===== src/rtl/control_sequencer_pkg.sv =====
// Shared opcode, ALU-code and state definitions for the hardwired control sequencer.
// Also holds the opcode-class and ALU-code decode helpers.
package control_defs;

    typedef enum logic [4:0] {
        OPC_ADD  = 5'b00011, OPC_SUB  = 5'b00100, OPC_AND  = 5'b00101,
        OPC_OR   = 5'b00110, OPC_SHR  = 5'b00111, OPC_SHRA = 5'b01000,
        OPC_SHL  = 5'b01001, OPC_ROR  = 5'b01010, OPC_ROL  = 5'b01011,
        OPC_ADDI = 5'b01100, OPC_ANDI = 5'b01101, OPC_ORI  = 5'b01110,
        OPC_MUL  = 5'b01111, OPC_DIV  = 5'b10000, OPC_NEG  = 5'b10001,
        OPC_NOT  = 5'b10010, OPC_NOP  = 5'b11010, OPC_HALT = 5'b11011
    } opcode_t;

    typedef enum logic [4:0] {
        ALU_NONE = 5'b00000,
        ALU_ADD  = 5'b00100, ALU_SUB  = 5'b00101, ALU_AND  = 5'b00110,
        ALU_OR   = 5'b00111, ALU_SHR  = 5'b01000, ALU_SHRA = 5'b01001,
        ALU_SHL  = 5'b01010, ALU_ROR  = 5'b01011, ALU_ROL  = 5'b01100,
        ALU_MUL  = 5'b10000, ALU_DIV  = 5'b10001, ALU_NEG  = 5'b10010,
        ALU_NOT  = 5'b10011
    } alu_op_t;

    typedef enum logic [3:0] {
        S_RST  = 4'd0,
        T0     = 4'd1,
        T1     = 4'd2,
        T2     = 4'd3,
        T3     = 4'd4,
        T4     = 4'd5,
        T5     = 4'd6,
        T6     = 4'd7,
        S_HALT = 4'd8
    } state_t;

    typedef enum logic [2:0] {
        CL_ALU3,
        CL_IMM,
        CL_MULDIV,
        CL_UNARY,
        CL_NOP,
        CL_STOP
    } iclass_t;

    function automatic iclass_t classify(input logic [4:0] opc);
        if (opc inside {[OPC_ADD:OPC_ROL]})        return CL_ALU3;
        else if (opc inside {[OPC_ADDI:OPC_ORI]})  return CL_IMM;
        else if (opc inside {OPC_MUL, OPC_DIV})    return CL_MULDIV;
        else if (opc inside {OPC_NEG, OPC_NOT})    return CL_UNARY;
        else if (opc == OPC_NOP)                   return CL_NOP;
        else                                       return CL_STOP;
    endfunction

    // Register and unary ALU codes sit one above their opcodes; immediates reuse the base op.
    function automatic logic [4:0] alu_map(input logic [4:0] opc);
        case (opc)
            OPC_ADDI: return ALU_ADD;
            OPC_ANDI: return ALU_AND;
            OPC_ORI:  return ALU_OR;
            default:  return (classify(opc) inside {CL_ALU3, CL_MULDIV, CL_UNARY})
                             ? opc + 5'd1 : ALU_NONE;
        endcase
    endfunction

endpackage


===== src/rtl/control_sequencer_reg_select.sv =====
// Register-field decoder: turns a register number into a one-hot select,
// all zeros when disabled.
module reg_select_decoder #(
    parameter  int NREG = 16,
    localparam int SELW = $clog2(NREG)
) (
    input  logic [SELW-1:0] sel,
    input  logic            en,
    output logic [NREG-1:0] onehot
);

    always_comb begin
        onehot = '0;
        if (en)
            onehot[sel] = 1'b1;
    end

endmodule


===== src/rtl/control_sequencer.sv =====
// Hardwired control unit: fetches, decodes IR and issues one step of datapath
// strobes per clock. Moore outputs come from the state plus the fed-back IR.
module control_sequencer
    import control_defs::*;
#(
    parameter int OPW  = 5,
    parameter int NREG = 16
) (
    input  logic            Clock,
    input  logic            Clear,
    input  logic [31:0]     IR,
    input  logic            Stop,
    output logic            Run,
    output logic [NREG-1:0] reg_in,
    output logic [NREG-1:0] reg_out,
    output logic            PCin,
    output logic            PCout,
    output logic            IncPC,
    output logic            MARin,
    output logic            MDRin,
    output logic            MDRout,
    output logic            Read,
    output logic            IRin,
    output logic            Yin,
    output logic            ZHighin,
    output logic            ZLowin,
    output logic            ZHighout,
    output logic            ZLowout,
    output logic            HIin,
    output logic            LOin,
    output logic            Cout,
    output logic [OPW-1:0]  OP,
    output logic [3:0]      state_dbg
);

    localparam int SELW = $clog2(NREG);

    state_t          state, next_state;
    iclass_t         cls;
    logic [4:0]      alu_code;
    logic [SELW-1:0] ra, rb, rc;
    logic [SELW-1:0] in_sel, out_sel;
    logic            in_en, out_en;
    logic [4:0]      op_val;
    logic            unused_c;

    assign cls      = classify(IR[31:27]);
    assign alu_code = alu_map(IR[31:27]);
    assign ra       = SELW'(IR[26:23]);
    assign rb       = SELW'(IR[22:19]);
    assign rc       = SELW'(IR[18:15]);
    assign unused_c = ^IR[14:0];

    always_ff @(posedge Clock or posedge Clear) begin
        if (Clear)
            state <= S_RST;
        else
            state <= next_state;
    end

    always_comb begin
        next_state = state;
        Run      = 1'b0;
        PCin     = 1'b0;  PCout   = 1'b0;  IncPC    = 1'b0;  MARin   = 1'b0;
        MDRin    = 1'b0;  MDRout  = 1'b0;  Read     = 1'b0;  IRin    = 1'b0;
        Yin      = 1'b0;  ZHighin = 1'b0;  ZLowin   = 1'b0;  ZHighout = 1'b0;
        ZLowout  = 1'b0;  HIin    = 1'b0;  LOin     = 1'b0;  Cout    = 1'b0;
        in_en    = 1'b0;  in_sel  = '0;
        out_en   = 1'b0;  out_sel = '0;
        op_val   = '0;

        case (state)
            S_RST: next_state = T0;
            T0: begin
                Run = 1'b1;
                PCout = 1'b1;  MARin = 1'b1;  IncPC = 1'b1;
                next_state = T1;
            end
            T1: begin
                Run = 1'b1;
                PCin = 1'b1;  Read = 1'b1;  MDRin = 1'b1;
                next_state = T2;
            end
            T2: begin
                Run = 1'b1;
                MDRout = 1'b1;  IRin = 1'b1;
                next_state = T3;
            end
            T3: begin
                Run = 1'b1;
                case (cls)
                    CL_ALU3, CL_IMM, CL_MULDIV: begin
                        out_en = 1'b1;  out_sel = rb;  Yin = 1'b1;
                        next_state = T4;
                    end
                    CL_UNARY: next_state = T4;
                    CL_NOP:   next_state = Stop ? S_HALT : T0;
                    default:  next_state = S_HALT;
                endcase
            end
            T4: begin
                Run = 1'b1;
                op_val = alu_code;
                ZLowin = 1'b1;
                case (cls)
                    CL_ALU3:   begin out_en = 1'b1; out_sel = rc; end
                    CL_MULDIV: begin out_en = 1'b1; out_sel = rc; ZHighin = 1'b1; end
                    CL_IMM:    Cout = 1'b1;
                    CL_UNARY:  begin out_en = 1'b1; out_sel = rb; end
                    default:   ;
                endcase
                next_state = T5;
            end
            T5: begin
                Run = 1'b1;
                op_val = alu_code;
                ZLowout = 1'b1;
                if (cls == CL_MULDIV) begin
                    LOin = 1'b1;
                    next_state = T6;
                end else begin
                    in_en = 1'b1;  in_sel = ra;
                    next_state = Stop ? S_HALT : T0;
                end
            end
            T6: begin
                Run = 1'b1;
                op_val = alu_code;
                ZHighout = 1'b1;  HIin = 1'b1;
                next_state = Stop ? S_HALT : T0;
            end
            S_HALT: next_state = S_HALT;
            default: next_state = S_RST;
        endcase
    end

    reg_select_decoder #(.NREG(NREG)) u_reg_in_dec (
        .sel    (in_sel),
        .en     (in_en),
        .onehot (reg_in)
    );

    reg_select_decoder #(.NREG(NREG)) u_reg_out_dec (
        .sel    (out_sel),
        .en     (out_en),
        .onehot (reg_out)
    );

    assign OP        = OPW'(op_val);
    assign state_dbg = state;

endmodule


===== config.mk =====
export PLATFORM = sky130hd
export DESIGN_NAME = control_sequencer
export DESIGN_NICKNAME = d
export VERILOG_FILES = /design/src/rtl/control_sequencer_pkg.sv /design/src/rtl/control_sequencer_reg_select.sv /design/src/rtl/control_sequencer.sv
export SDC_FILE = /design/constraint.sdc
export NUM_CORES = 1
export LEC_CHECK = 0
export BUFFER_PORTS_ARGS = -buffer_cell sky130_fd_sc_hd__buf_2
export CORE_UTILIZATION = 36
export CTS_CLUSTER_DIAMETER = 150
export DETAILED_ROUTE_END_ITERATION = 8
export PLACE_DENSITY = 0.78
export SLEW_MARGIN = 0
export SYNTH_ARGS = -nofsm -noshare
export SYNTH_HDL_FRONTEND = slang
export SYNTH_SLANG_ARGS = --single-unit

===== constraint.sdc =====
create_clock -name Clock -period 1.95 [get_ports Clock]
set_clock_uncertainty 0.05 [all_clocks]
set_input_delay 0 -clock Clock [delete_from_list [all_inputs] [get_ports Clock]]
set_output_delay 0 -clock Clock [all_outputs]
set_load 0.005 [all_outputs]

Yosys cells after proc, flatten, opt, wreduce, memory -nomap -nowiden
Cells that the tools add are included.

Register bits: 4. Latch bits: 0. RAM bits: 0. Memory bits (read-only): 0. Input port bits: 35. Word-level logic and storage cells: 91. Memories kept: 0.

Add/subtract/negate cells: 1. $mul: 0. Div/mod/pow operators: 0. Order comparisons: 8. Equal/unequal tests: 22. Shift operators: 0. Multiplexer cells: 42. Bitwise gates (word level): 0. Reductions and logical operators: 17.

Operator list (number): $pmux W4 S9 (1); $mux W16 (2); $pmux W4 S2 (3); $eq A5 B4 Y1 const B (4); $eq A5 B5 Y1 const B (4); $mux W1 (20); $mux W4 (5); $eq A4 B3 Y1 const B (4); $mux W3 (5); $pmux W5 S3 (1); $eq A3 B2 Y1 const B (4); $reduce_or A3 Y1 (4); $le A5 B4 Y1 const B (2); $lt A4 B5 Y1 const B (2); $mux W5 (2); $demux W1 S4 (2); $eq A4 B2 Y1 const B (2); $ge A4 B1 Y1 const B (2); $reduce_or A7 Y1 (1); $logic_not A3 Y1 (2); $add A5 B1 Y5 const B (1); $ge A5 B2 Y1 const B (1); $ge A5 B4 Y1 const B (1); $eq A4 B1 Y1 const B (1); 10 further kinds (14).

Depth between registers and ports, before layout
Gate-level depths: netlist (run 1).

Word-level depth: 15. Depth in mapped cells: 9.

Hierarchy
From an unflattened synthesis (run 1), not the netlist that was laid out.

Cells, all modules: 158. Area total of the unflattened synthesis: 1056.0 um^2.

Modules (own cells, without submodules): control_sequencer (instances 1, cells an instance 112, area each 818.3 um^2); reg_select_decoder at u_reg_in_dec (instances 1, cells an instance 23, area each 120.1 um^2); reg_select_decoder at u_reg_out_dec (instances 1, cells an instance 23, area each 117.6 um^2).

Worst setup path before layout (run 1)
No wires, ideal clock.

Kind: reg-to-output. Start point: register state[3], in the netlist state_dbg[3]. End point: output reg_out[7]. Arrival: 1963 ps. Path slack: -63 ps. Cell stages (with the launch flop): 8. Path through: dfrtp_1 buf_2 nor2b_1 nand3b_1 nor4_4 o21ai_1 a211o_1 nor3b_2.

Word-level cells in the longest chain between the ends: 7. Elaborated cells between the ends (all ways): 10. Those cells by class: order compare (2); eq/ne (2); mux (5); reduce/logical (1).

Ends and longest elaborated chain: start: declaration (line control_sequencer.sv:38) `state_t state, next_state;`; start signal: assignment (line control_sequencer.sv:58) `state <= next_state;`; $eq A4 B3 Y1 (line control_sequencer.sv:72) `case (state)`; $pmux W4 S2 (line control_sequencer.sv:72); $lt A4 B5 Y1 (implied by the code) / $ge A4 B1 Y1 (equally long branches) (line control_sequencer_reg_select.sv:15) `onehot[sel] = 1'b1;`; $logic_and A1 B1 Y1 (implied by the code) (line control_sequencer_reg_select.sv:15); $mux W1 (implied by the code) (line control_sequencer_reg_select.sv:15); $demux W1 S4; $mux W16 * (line control_sequencer_reg_select.sv:14) `if (en)`; end: declaration (line control_sequencer.sv:15) `output logic [NREG-1:0] reg_out,`.

Every way passes the cells marked *; elsewhere a longest branch is shown, timed or not.

Worst setup path in the final report (run 1)
Start point: register state[3], in the netlist state_dbg[3]. End point: output reg_out[11].

The elaborated chain is that of the path after synthesis.

==> impl_metrics.env, run 1 <==
export IMPL_antenna_found_initial=0
export IMPL_max_vdd_ir_drop_v=0.000282
export IMPL_grt_pass1_vias=1414
export IMPL_cts_buffers=3
export IMPL_yosys_area_top_type="dfrtp_1"
export IMPL_largest_reg_flops=4
export IMPL_crit_path_start_kind="flop"
export IMPL_arrival_ns=2.07
export IMPL_internal_power_mw=0.648
export IMPL_start_util=0.376
export IMPL_die_width_um=58.2
export IMPL_synth_enable_flop_cells=0
export IMPL_pre_cts_ws_ns=-0.144
export IMPL_vias=1602
export IMPL_synth_top_area_frac=0.0879
export IMPL_dp_hpwl_um=2830
export IMPL_leakage_nw=0.975
export IMPL_die_h_um=58.2
export IMPL_fin_cells=304
export IMPL_holdCritPathClass="input pin to asynchronous set/reset pin"
export IMPL_rows=20
export IMPL_grt_usage=0.228
export IMPL_insertion_delay_ns=0.23
export IMPL_synth_cells=159
export IMPL_synth_seq_cells=4
export IMPL_postRouteAntennaNets=0
export IMPL_gp_congestion=0.872
export IMPL_syn2layout_area_growth_pct=72.7
export IMPL_end_kind="output port"
export IMPL_overflow=0
export IMPL_clk_pin_slew_worst_paths_ns=0.04
export IMPL_dr_pass1_iters=4
export IMPL_grt_pass1_wl_um=6230
export IMPL_top_layer_used="met4"
export IMPL_fin_tns_setup_ns=-1.87
export IMPL_violations="negative setup slack"
export IMPL_cp_data_required_time_ns=1.90
export IMPL_power_density_mw_per_mm2=614
export IMPL_post_drt_wl_per_cell_um=12.8
export IMPL_synth_warnings=0
export IMPL_cts_root_buf="clkbuf_4"
export IMPL_netlist_area_mm2=0.00114
export IMPL_slew_limit_headroom=0.633
export IMPL_path_class="flop to output port"
export IMPL_final_area_mm2=0.00197
export IMPL_drv_slew=0
export IMPL_dr_wl_met3_um=279
export IMPL_drt_initial_drc_count=26
export IMPL_cts_num_sinks=4
export IMPL_clockBufferDepth=2
export IMPL_max_cap_violations=0
export IMPL_dp_cells=288
export IMPL_htree_levels=1
export IMPL_synth_main_ff_cell="dfrtp_1"
export IMPL_diodes=0
export IMPL_wl_met2_um=2000
export IMPL_p_seq_frac=0.136
export IMPL_ys_top_cells_by_area="dfrtp_1, nor2_1, nor3_1"
export IMPL_p_sw_frac=0.464
export IMPL_fin_ws_ns=-0.165
export IMPL_avgSynthCellArea_um2=7.16
export IMPL_grt_start_max_net_pins=12
export IMPL_fmax_ghz=0.473
export IMPL_drive_gt1_frac=0.604
export IMPL_ios=93
export IMPL_layout_common_cells="buf_2, buf_4, nor2_1"
export IMPL_post_dp_cell_area_mm2=0.00166
export IMPL_mostFrequentLayoutCell="buf_2"
export IMPL_status="finished with violations"
export IMPL_finalCritPeriodShare=1.08
export IMPL_via_per_inst=5.27
export IMPL_cp_max_fo=8
export IMPL_comb_power_share=0.778
export IMPL_min_period_ns=2.12
export IMPL_ys_types=53
export IMPL_synth_nets=198
export IMPL_io_buffers=77
export IMPL_p_sw_mw=0.560
export IMPL_met1Wirelength_um=1540
export IMPL_hold_viol=0
export IMPL_ys_seq_area_frac=0.0879
export IMPL_drc=0
export IMPL_clkPwrFrac=0.086
export IMPL_rsz0062_at_grt="yes"
export IMPL_r2r_slack_ns=0.26
export IMPL_cts_tree="yes"
export IMPL_die_area_mm2=0.00339
export IMPL_drt_wl_total_um=3880
export IMPL_utilization=0.650
export IMPL_setup_viol=16
export IMPL_tightestPinTransition_ns=0.543
export IMPL_coreArea_mm2=0.00303
export IMPL_final_nets=301
export IMPL_synthArstFlopShare=1.00
cell families (layout without fill, tap and decap cells):
family	Yosys count	after routing	share of synthesized area
flip-flops	4	4	0.0879
adder cells (fa/ha/maj)	4	4	0.0440
XOR/XNOR	3	3	0.0231
AO/OA/AOI/OAI	36	37	0.256
multiplexers	1	1	0.00879
buffers and inverters	20	120	0.0978
AND/OR/NAND/NOR	91	91	0.482
power groups by stage:
| stage | combinational (mW) | sequential, mW | clock [mW] |
|---|---|---|---|
| finish | 0.941 | 0.164 | 0.104 |
| floorplan | 0.536 | 0.144 | 0 |
| CTS | 0.865 | 0.160 | 0.106 |
| detailed placement | 0.812 | 0.161 | 0 |
| global placement | 0.795 | 0.158 | 0 |
| global route | 1.04 | 0.168 | 0.118 |
repair_timing:
action | CTS | global route
setup buffers | 3 | 9
setup endpoints to repair | 22 | 34
pin swaps | 11 | 12
cloned | 1 | 0
hold buffers | 1 | 0
endpoints found under the hold margin | 4 | 0
gates resized for setup | 23 | 20
final cells by class:
cell class / count / area, um^2
clock buffer: 3 / 22.5
fill: 252 / 1060
inverter: 5 / 21.3
multi-input combinational: 136 / 1110
sequential: 4 / 100
tap: 44 / 55.1
timing repair buffer: 112 / 658
metal layers:
metal,global-route usage,vias to the layer above
li1,-,792
met1,0.251,728
met3,0.0558,6
met5,0,-
met4,0.0714,0
met2,0.427,76
worst max-delay path, stage by stage, from the launching register on:
cell and delay, ns:
dfrtp_1 0.39, nor2b_2 0.14, buf_4 0.13, nand2_2 0.06
a41oi_4 0.31, buf_6 0.15, o21a_1 0.19, a31o_4 0.15
nor3b_2 0.16, buf_2 0.14
synth_stat cells, types with 3 or more instances:
cell type,n
nor2_1,23
nor3_1,14
nand2_1,10
buf_4,8
nand3_1,7
buf_2,5
nand2b_1,5
nor3b_1,5
o21a_1,5
a21oi_1,4
dfrtp_1,4
ha_1,4
inv_1,4
nor3b_2,4
o21ai_0,4
and3_1,3
nand4_1,3
nand4b_1,3
xor2_1,3
through the flow:
| step | power [mW] | hold WS [ns] |
|---|---|---|
| 3_5_place_dp | 0.973 | -0.159 |
| 3_3_place_gp | 0.953 | -0.168 |
| 6_report | 1.21 | 0.141 |
| 5_1_grt | 1.33 | 0.129 |
| 4_1_cts | 1.13 | 0.133 |
| 2_1_floorplan | 0.680 | -0.284 |
final timing paths:
kind,startpoint,end,depth (start not counted)
worst max-delay path,state_dbg[3]$_DFF_PP0_,reg_out[11],9
worst min-delay path,Clear,state_dbg[2]$_DFF_PP0_,3
worst max register to register,state_dbg[1]$_DFF_PP0_,state_dbg[1]$_DFF_PP0_,6
worst min register to register,state_dbg[3]$_DFF_PP0_,state_dbg[2]$_DFF_PP0_,2
max in group asynchronous,Clear,state_dbg[1]$_DFF_PP0_,3
min in group Clock,Stop,state_dbg[0]$_DFF_PP0_,3
Power figures use the tool's default switching activity.
==> run 2: changes to the inputs <==
- CORE_UTILIZATION: 36 -> 39
- PLACE_DENSITY: 0.78 -> 0.8
- SETUP_SLACK_MARGIN: unset -> 0.3
- clock period: 1.95 -> 2.2 ns (I/O delays scaled with it)
==> impl_metrics.env, run 2 (synthesized netlist as in run 1, its figures left out) <==
export IMPL_max_vdd_ir_drop_v=0.000594
export IMPL_diodes=0
export IMPL_path_class="flop to output port"
export IMPL_final_seq_area_um2=101
export IMPL_layout_common_cells="buf_2, buf_4, nor2_1"
export IMPL_grt_pass1_wl_um=5580
export IMPL_overflow=0
export IMPL_fin_ws_ns=-0.00846
export IMPL_grt_pass1_vias=1295
export IMPL_tightestPinTransition_ns=0.517
export IMPL_crit_path_max_incr_delay_ns=0.40
export IMPL_cts_buffers=3
export IMPL_die_width_um=56.0
export IMPL_finalCritPeriodShare=1.00
export IMPL_clk_pin_slew_worst_paths_ns=0.04
export IMPL_post_drt_wl_per_cell_um=13.5
export IMPL_grt_start_max_net_pins=17
export IMPL_min_period_ns=2.21
export IMPL_crit_chain="nor2b_4 -> nand3b_1 -> nor4_4 -> buf_4 -> o21ai_4 -> and2_4 -> nor3_1 -> buf_2"
export IMPL_rows=19
export IMPL_status="finished with violations"
export IMPL_insertion_delay_ns=0.25
export IMPL_antenna_found_initial=0
export IMPL_cts_root_buf="clkbuf_4"
export IMPL_dr_pass1_iters=4
export IMPL_drive_gt1_frac=0.575
export IMPL_drt_initial_drc_count=84
export IMPL_die_h_um=56.0
export IMPL_syn2layout_area_growth_pct=62.0
export IMPL_violations="negative setup slack"
export IMPL_critical_path_buf_inv_count=2
export IMPL_drt_wl_total_um=3810
export IMPL_drv_slew=0
export IMPL_cpMaxStageDelayCell="dfrtp_1"
export IMPL_ios=93
export IMPL_pre_cts_ws_ns=0.0411
export IMPL_io_buffers=77
export IMPL_start_util=0.413
export IMPL_end_kind="output port"
export IMPL_mostFrequentLayoutCell="buf_2"
export IMPL_via_per_inst=5.59
export IMPL_final_nets=293
export IMPL_multi_input_area_mm2=0.00106
export IMPL_rsz0062_at_grt="yes"
export IMPL_setup_viol=1
export IMPL_hold_viol=0
export IMPL_dp_hpwl_um=2460
export IMPL_gp_congestion=0.858
export IMPL_htree_levels=1
export IMPL_max_cap_violations=0
export IMPL_vias=1581
export IMPL_crit_path_start_kind="flop"
export IMPL_power_density_mw_per_mm2=572
export IMPL_postRouteAntennaNets=0
export IMPL_fmax_ghz=0.453
export IMPL_clockBufferDepth=2
export IMPL_cts_tree="yes"
export IMPL_coreArea_mm2=0.00276
export IMPL_slew_limit_headroom=0.650
export IMPL_utilization=0.669
export IMPL_drc=0
export IMPL_arrival_ns=2.16
export IMPL_largest_reg_flops=4
export IMPL_grt_usage=0.213
export IMPL_cp_max_fo=8
export IMPL_holdCritPathClass="input pin to flop"
export IMPL_leakage_nw=0.941
export IMPL_cp_data_required_time_ns=2.15
export IMPL_die_area_mm2=0.00314
export IMPL_fill_cells=226
export IMPL_cts_num_sinks=4
export IMPL_cp_top_family="simple AND/OR/NAND/NOR gates"
run 2: cell count changes in the layout (fill, tap and decap cells not counted), moves of 2 or more:
cell,before,now
buf_4,32,24
buf_2,77,75
clkbuf_4,3,5
ha_4,2,0
nand3_4,3,1
run 2: final cells by class:
type	count	area share
clock buffer	3	0.0122
inverter	5	0.0109
multi-input combinational	136	0.574
sequential	4	0.0550
tap	31	0.0210
timing repair buffer	104	0.327
run 2: power breakdown:
| part | internal, mW | switching [mW] | total [mW] | leakage, nW |
|---|---|---|---|---|
| Clock | 0.0614 | 0.0358 | 0.0972 | 0.0138 |
| Combinational | 0.390 | 0.417 | 0.807 | 0.877 |
| Sequential | 0.110 | 0.0399 | 0.150 | 0.0499 |
run 2: timing repair:
action	4_1_cts	5_1_grt
setup buffers	11	9
setup endpoints to repair	20	36
resized for setup	17	17
endpoints found under the hold margin	4	0
hold buffers	1	0
cloned	0	1
pin swaps	10	13
run 2: tightest hold or removal path, cell delays in order:
cell,delay [ns]
buf_2,0.11
o22a_1,0.12
o221ai_1,0.12
run 2: path summary, 6_finish.rpt:
| kind | from | endpoint | slack (ns) | cells after the start |
|---|---|---|---|---|
| min | Stop | state_dbg[0]$_DFF_PP0_ | 0.12 | 3 |
| max | state_dbg[3]$_DFF_PP0_ | reg_out[9] | -0.008 | 8 |
| max reg2reg | state_dbg[3]$_DFF_PP0_ | state_dbg[1]$_DFF_PP0_ | 0.44 | 7 |
| min reg2reg | state_dbg[0]$_DFF_PP0_ | state_dbg[2]$_DFF_PP0_ | 0.61 | 2 |
| max in group asynchronous | Clear | state_dbg[0]$_DFF_PP0_ | 1.78 | 3 |
| min in group asynchronous | Clear | state_dbg[3]$_DFF_PP0_ | 0.15 | 3 |
run 2: metrics by stage:
stage	power [mW]	hold WS (ns)	instances	TNS (ns)	area, um^2
2_1_floorplan	0.606	-0.284	159	0	1150
5_1_grt	1.13	0.136	283	-1.12	1840
3_3_place_gp	0.772	-0.165	258	0	1530
4_1_cts	0.943	0.106	273	0	1700
6_report	1.05	0.117	283	-0.00846	1840
3_5_place_dp	0.775	-0.166	258	0	1530
run 2: routing by layer:
metal / vias up / track usage / routed length [um]
met1: 719 / 0.264 / 1600
met4: 0 / 0.0453 / 12
met2: 82 / 0.364 / 1870
li1: 777 / - / -
met3: 3 / 0.0605 / 329
met5: - / 0 / 0
==> run 3: changes to the inputs <==
- ABC_AREA: unset -> 1
- CELL_PAD_IN_SITES_DETAIL_PLACEMENT: unset -> 2
- CELL_PAD_IN_SITES_GLOBAL_PLACEMENT: unset -> 2
- CORE_UTILIZATION: 39 -> 17
- PLACE_DENSITY: 0.8 -> unset
- PLACE_DENSITY_LB_ADDON: unset -> 0.1
==> impl_metrics.env, run 3 <==
export IMPL_status="completed"
export IMPL_netlist_area_mm2=0.00112
export IMPL_die_h_um=83.3
export IMPL_via_per_inst=4.25
export IMPL_end_kind="flop"
export IMPL_mostFrequentLayoutCell="buf_2"
export IMPL_avgSynthCellArea_um2=5.62
export IMPL_drc=0
export IMPL_comb_power_share=0.728
export IMPL_p_sw_frac=0.486
export IMPL_synthArstFlopShare=1.00
export IMPL_postRouteAntennaNets=0
export IMPL_drt_initial_drc_count=17
export IMPL_htree_levels=1
export IMPL_cts_root_buf="clkbuf_8"
export IMPL_drive_gt1_frac=0.549
export IMPL_overflow=0
export IMPL_rows=29
export IMPL_max_vdd_ir_drop_v=0.000307
export IMPL_ios=93
export IMPL_holdCritPathClass="input pin to flop"
export IMPL_coreArea_mm2=0.00635
export IMPL_die_width_um=83.3
export IMPL_r2r_slack_ns=0.38
export IMPL_grt_pass1_wl_um=7370
export IMPL_synth_cells=200
export IMPL_start_util=0.177
export IMPL_final_nets=334
export IMPL_rr_startpoint="state_dbg[2]$_DFF_PP0_"
export IMPL_rsz0062_at_grt="no"
export IMPL_vias=1574
export IMPL_finalCritPeriodShare=0.829
export IMPL_dr_pass1_iters=4
export IMPL_largest_reg_flops=4
export IMPL_ys_top_cells_by_area="nor2_1, nand2_1, inv_1"
export IMPL_cts_num_sinks=4
export IMPL_drv_slew=0
export IMPL_ys_seq_area_frac=0.0891
export IMPL_syn2layout_area_growth_pct=68.7
export IMPL_synth_main_ff_cell="dfrtp_1"
export IMPL_die_area_mm2=0.00694
export IMPL_io_buffers=77
export IMPL_hold_start="Stop"
export IMPL_grt_usage=0.128
export IMPL_min_period_ns=1.82
export IMPL_synth_seq_cells=4
export IMPL_crit_path_start_kind="flop"
export IMPL_fill_cells=794
export IMPL_power_density_mw_per_mm2=594
export IMPL_synth_commonest_cells="nor2_1, nand2_1, inv_1, nand3_1, nand2_2"
export IMPL_layout_common_cells="buf_2, nor2_1, nand2_1"
export IMPL_cts_tree="yes"
export IMPL_hold_depth=3
export IMPL_grt_start_max_net_pins=7
export IMPL_max_cap_violations=0
export IMPL_arrival_ns=1.84
export IMPL_dp_hpwl_um=3820
export IMPL_p_seq_frac=0.134
export IMPL_regToRegEndpoint="state_dbg[3]$_DFF_PP0_"
export IMPL_hold_viol=0
export IMPL_path_class="flop to flop"
export IMPL_clockBufferDepth=2
export IMPL_setup_viol=0
export IMPL_synth_top_area_frac=0.157
export IMPL_clk_pin_slew_worst_paths_ns=0.03
export IMPL_cp_max_fo=4
export IMPL_fin_tns_setup_ns=0
export IMPL_worstRegToRegCells=13
export IMPL_ys_types=27
export IMPL_hold_end="state_dbg[3]$_DFF_PP0_"
export IMPL_gp_congestion=0.689
export IMPL_tightestPinTransition_ns=0.352
export IMPL_cts_buffers=3
export IMPL_grt_pass1_vias=1635
export IMPL_yosysMostFrequentCell="nor2_1"
export IMPL_crit_start="state_dbg[2]$_DFF_PP0_"
export IMPL_p_sw_mw=0.547
export IMPL_post_drt_wl_per_cell_um=12.8
export IMPL_slew_limit_headroom=0.763
export IMPL_leakage_nw=1.12
export IMPL_antenna_found_initial=0
export IMPL_yosys_area_top_type="nor2_1"
export IMPL_internal_power_mw=0.579
export IMPL_synth_enable_flop_cells=0
export IMPL_synth_warnings=0
export IMPL_diodes=0
export IMPL_synth_nets=239
export IMPL_utilization=0.299
export IMPL_fmax_ghz=0.548
export IMPL_cp_data_required_time_ns=2.22
export IMPL_insertion_delay_ns=0.22
export IMPL_drt_wl_total_um=4730
export IMPL_clkPwrFrac=0.139
run 3: how the worst max path moves through the flow:
stage,endpoint,depth (start not counted)
2_1_floorplan,reg_out[1],7
3_3_place_gp,reg_out[2],17
3_5_place_dp,reg_out[0],17
4_1_cts,reg_out[3],10
5_1_grt,reg_out[0],15
6_report,state_dbg[3]$_DFF_PP0_,13
run 3: what timing repair did:
action,4_1_cts,5_1_grt
endpoints found under the setup margin,32,33
endpoints found under the hold margin,4,0
resized for setup,12,31
pin swaps,4,12
hold buffers,1,0
setup buffers,8,8
run 3: routing by layer:
layer	global-route usage	share of wire	up-vias
li1	-	-	802
met1	0.155	0.43	734
met2	0.244	0.54	38
met3	0.0109	0.032	0
met4	0.0282	0	0
met5	0	0	-
run 3: area by class of cell:
class,instances,area (um^2),share of cell area
multi-input cells,158,982,0.518
repair buffers,96,547,0.288
inverters,32,128,0.0673
flip-flops and latches,4,101,0.0535
well taps,77,96.3,0.0508
clock buffers,3,41.3,0.0218
run 3: worst max-delay path: stages (launching register included):
cell and delay, ns:
dfrtp_1 0.39, inv_2 0.10, nor2_4 0.04, inv_2 0.10, nor2_2 0.05, inv_2 0.10
nor2_4 0.05, buf_4 0.13, buf_4 0.12, buf_4 0.12, buf_4 0.12, buf_4 0.13
nand3_1 0.07, o2111ai_1 0.12
run 3: cell families after synthesis:
family | synth area share
AO/OA/AOI/OAI | 0.0835
buffers and inverters | 0.149
flip-flops | 0.0891
AND/OR/NAND/NOR | 0.634
adder cells (fa/ha/maj) | 0.0445
run 3: metrics by stage:
| stage | hold slack [ns] | instance area [um^2] | setup slack [ns] | instances | total power [mW] |
|---|---|---|---|---|---|
| 6_report | 0.0510 | 1900 | 0.376 | 370 | 1.13 |
| 3_5_place_dp | -0.151 | 1580 | 0.208 | 350 | 0.791 |
| 2_1_floorplan | -0.284 | 1120 | 0.629 | 200 | 0.560 |
| 4_1_cts | 0.0487 | 1720 | 0.306 | 362 | 1.04 |
| 5_1_grt | 0.0767 | 1900 | 0.261 | 370 | 1.23 |
| 3_3_place_gp | -0.162 | 1580 | 0.237 | 350 | 0.783 |
run 3: power groups by stage:
stage / Clock (mW) / Sequential [mW] / Combinational (mW)
final: 0.156 / 0.151 / 0.819
after detailed placement: 0 / 0.150 / 0.641
after global placement: 0 / 0.149 / 0.634
after CTS: 0.161 / 0.147 / 0.727
after floorplan: 0 / 0.152 / 0.408
after global routing: 0.166 / 0.156 / 0.905
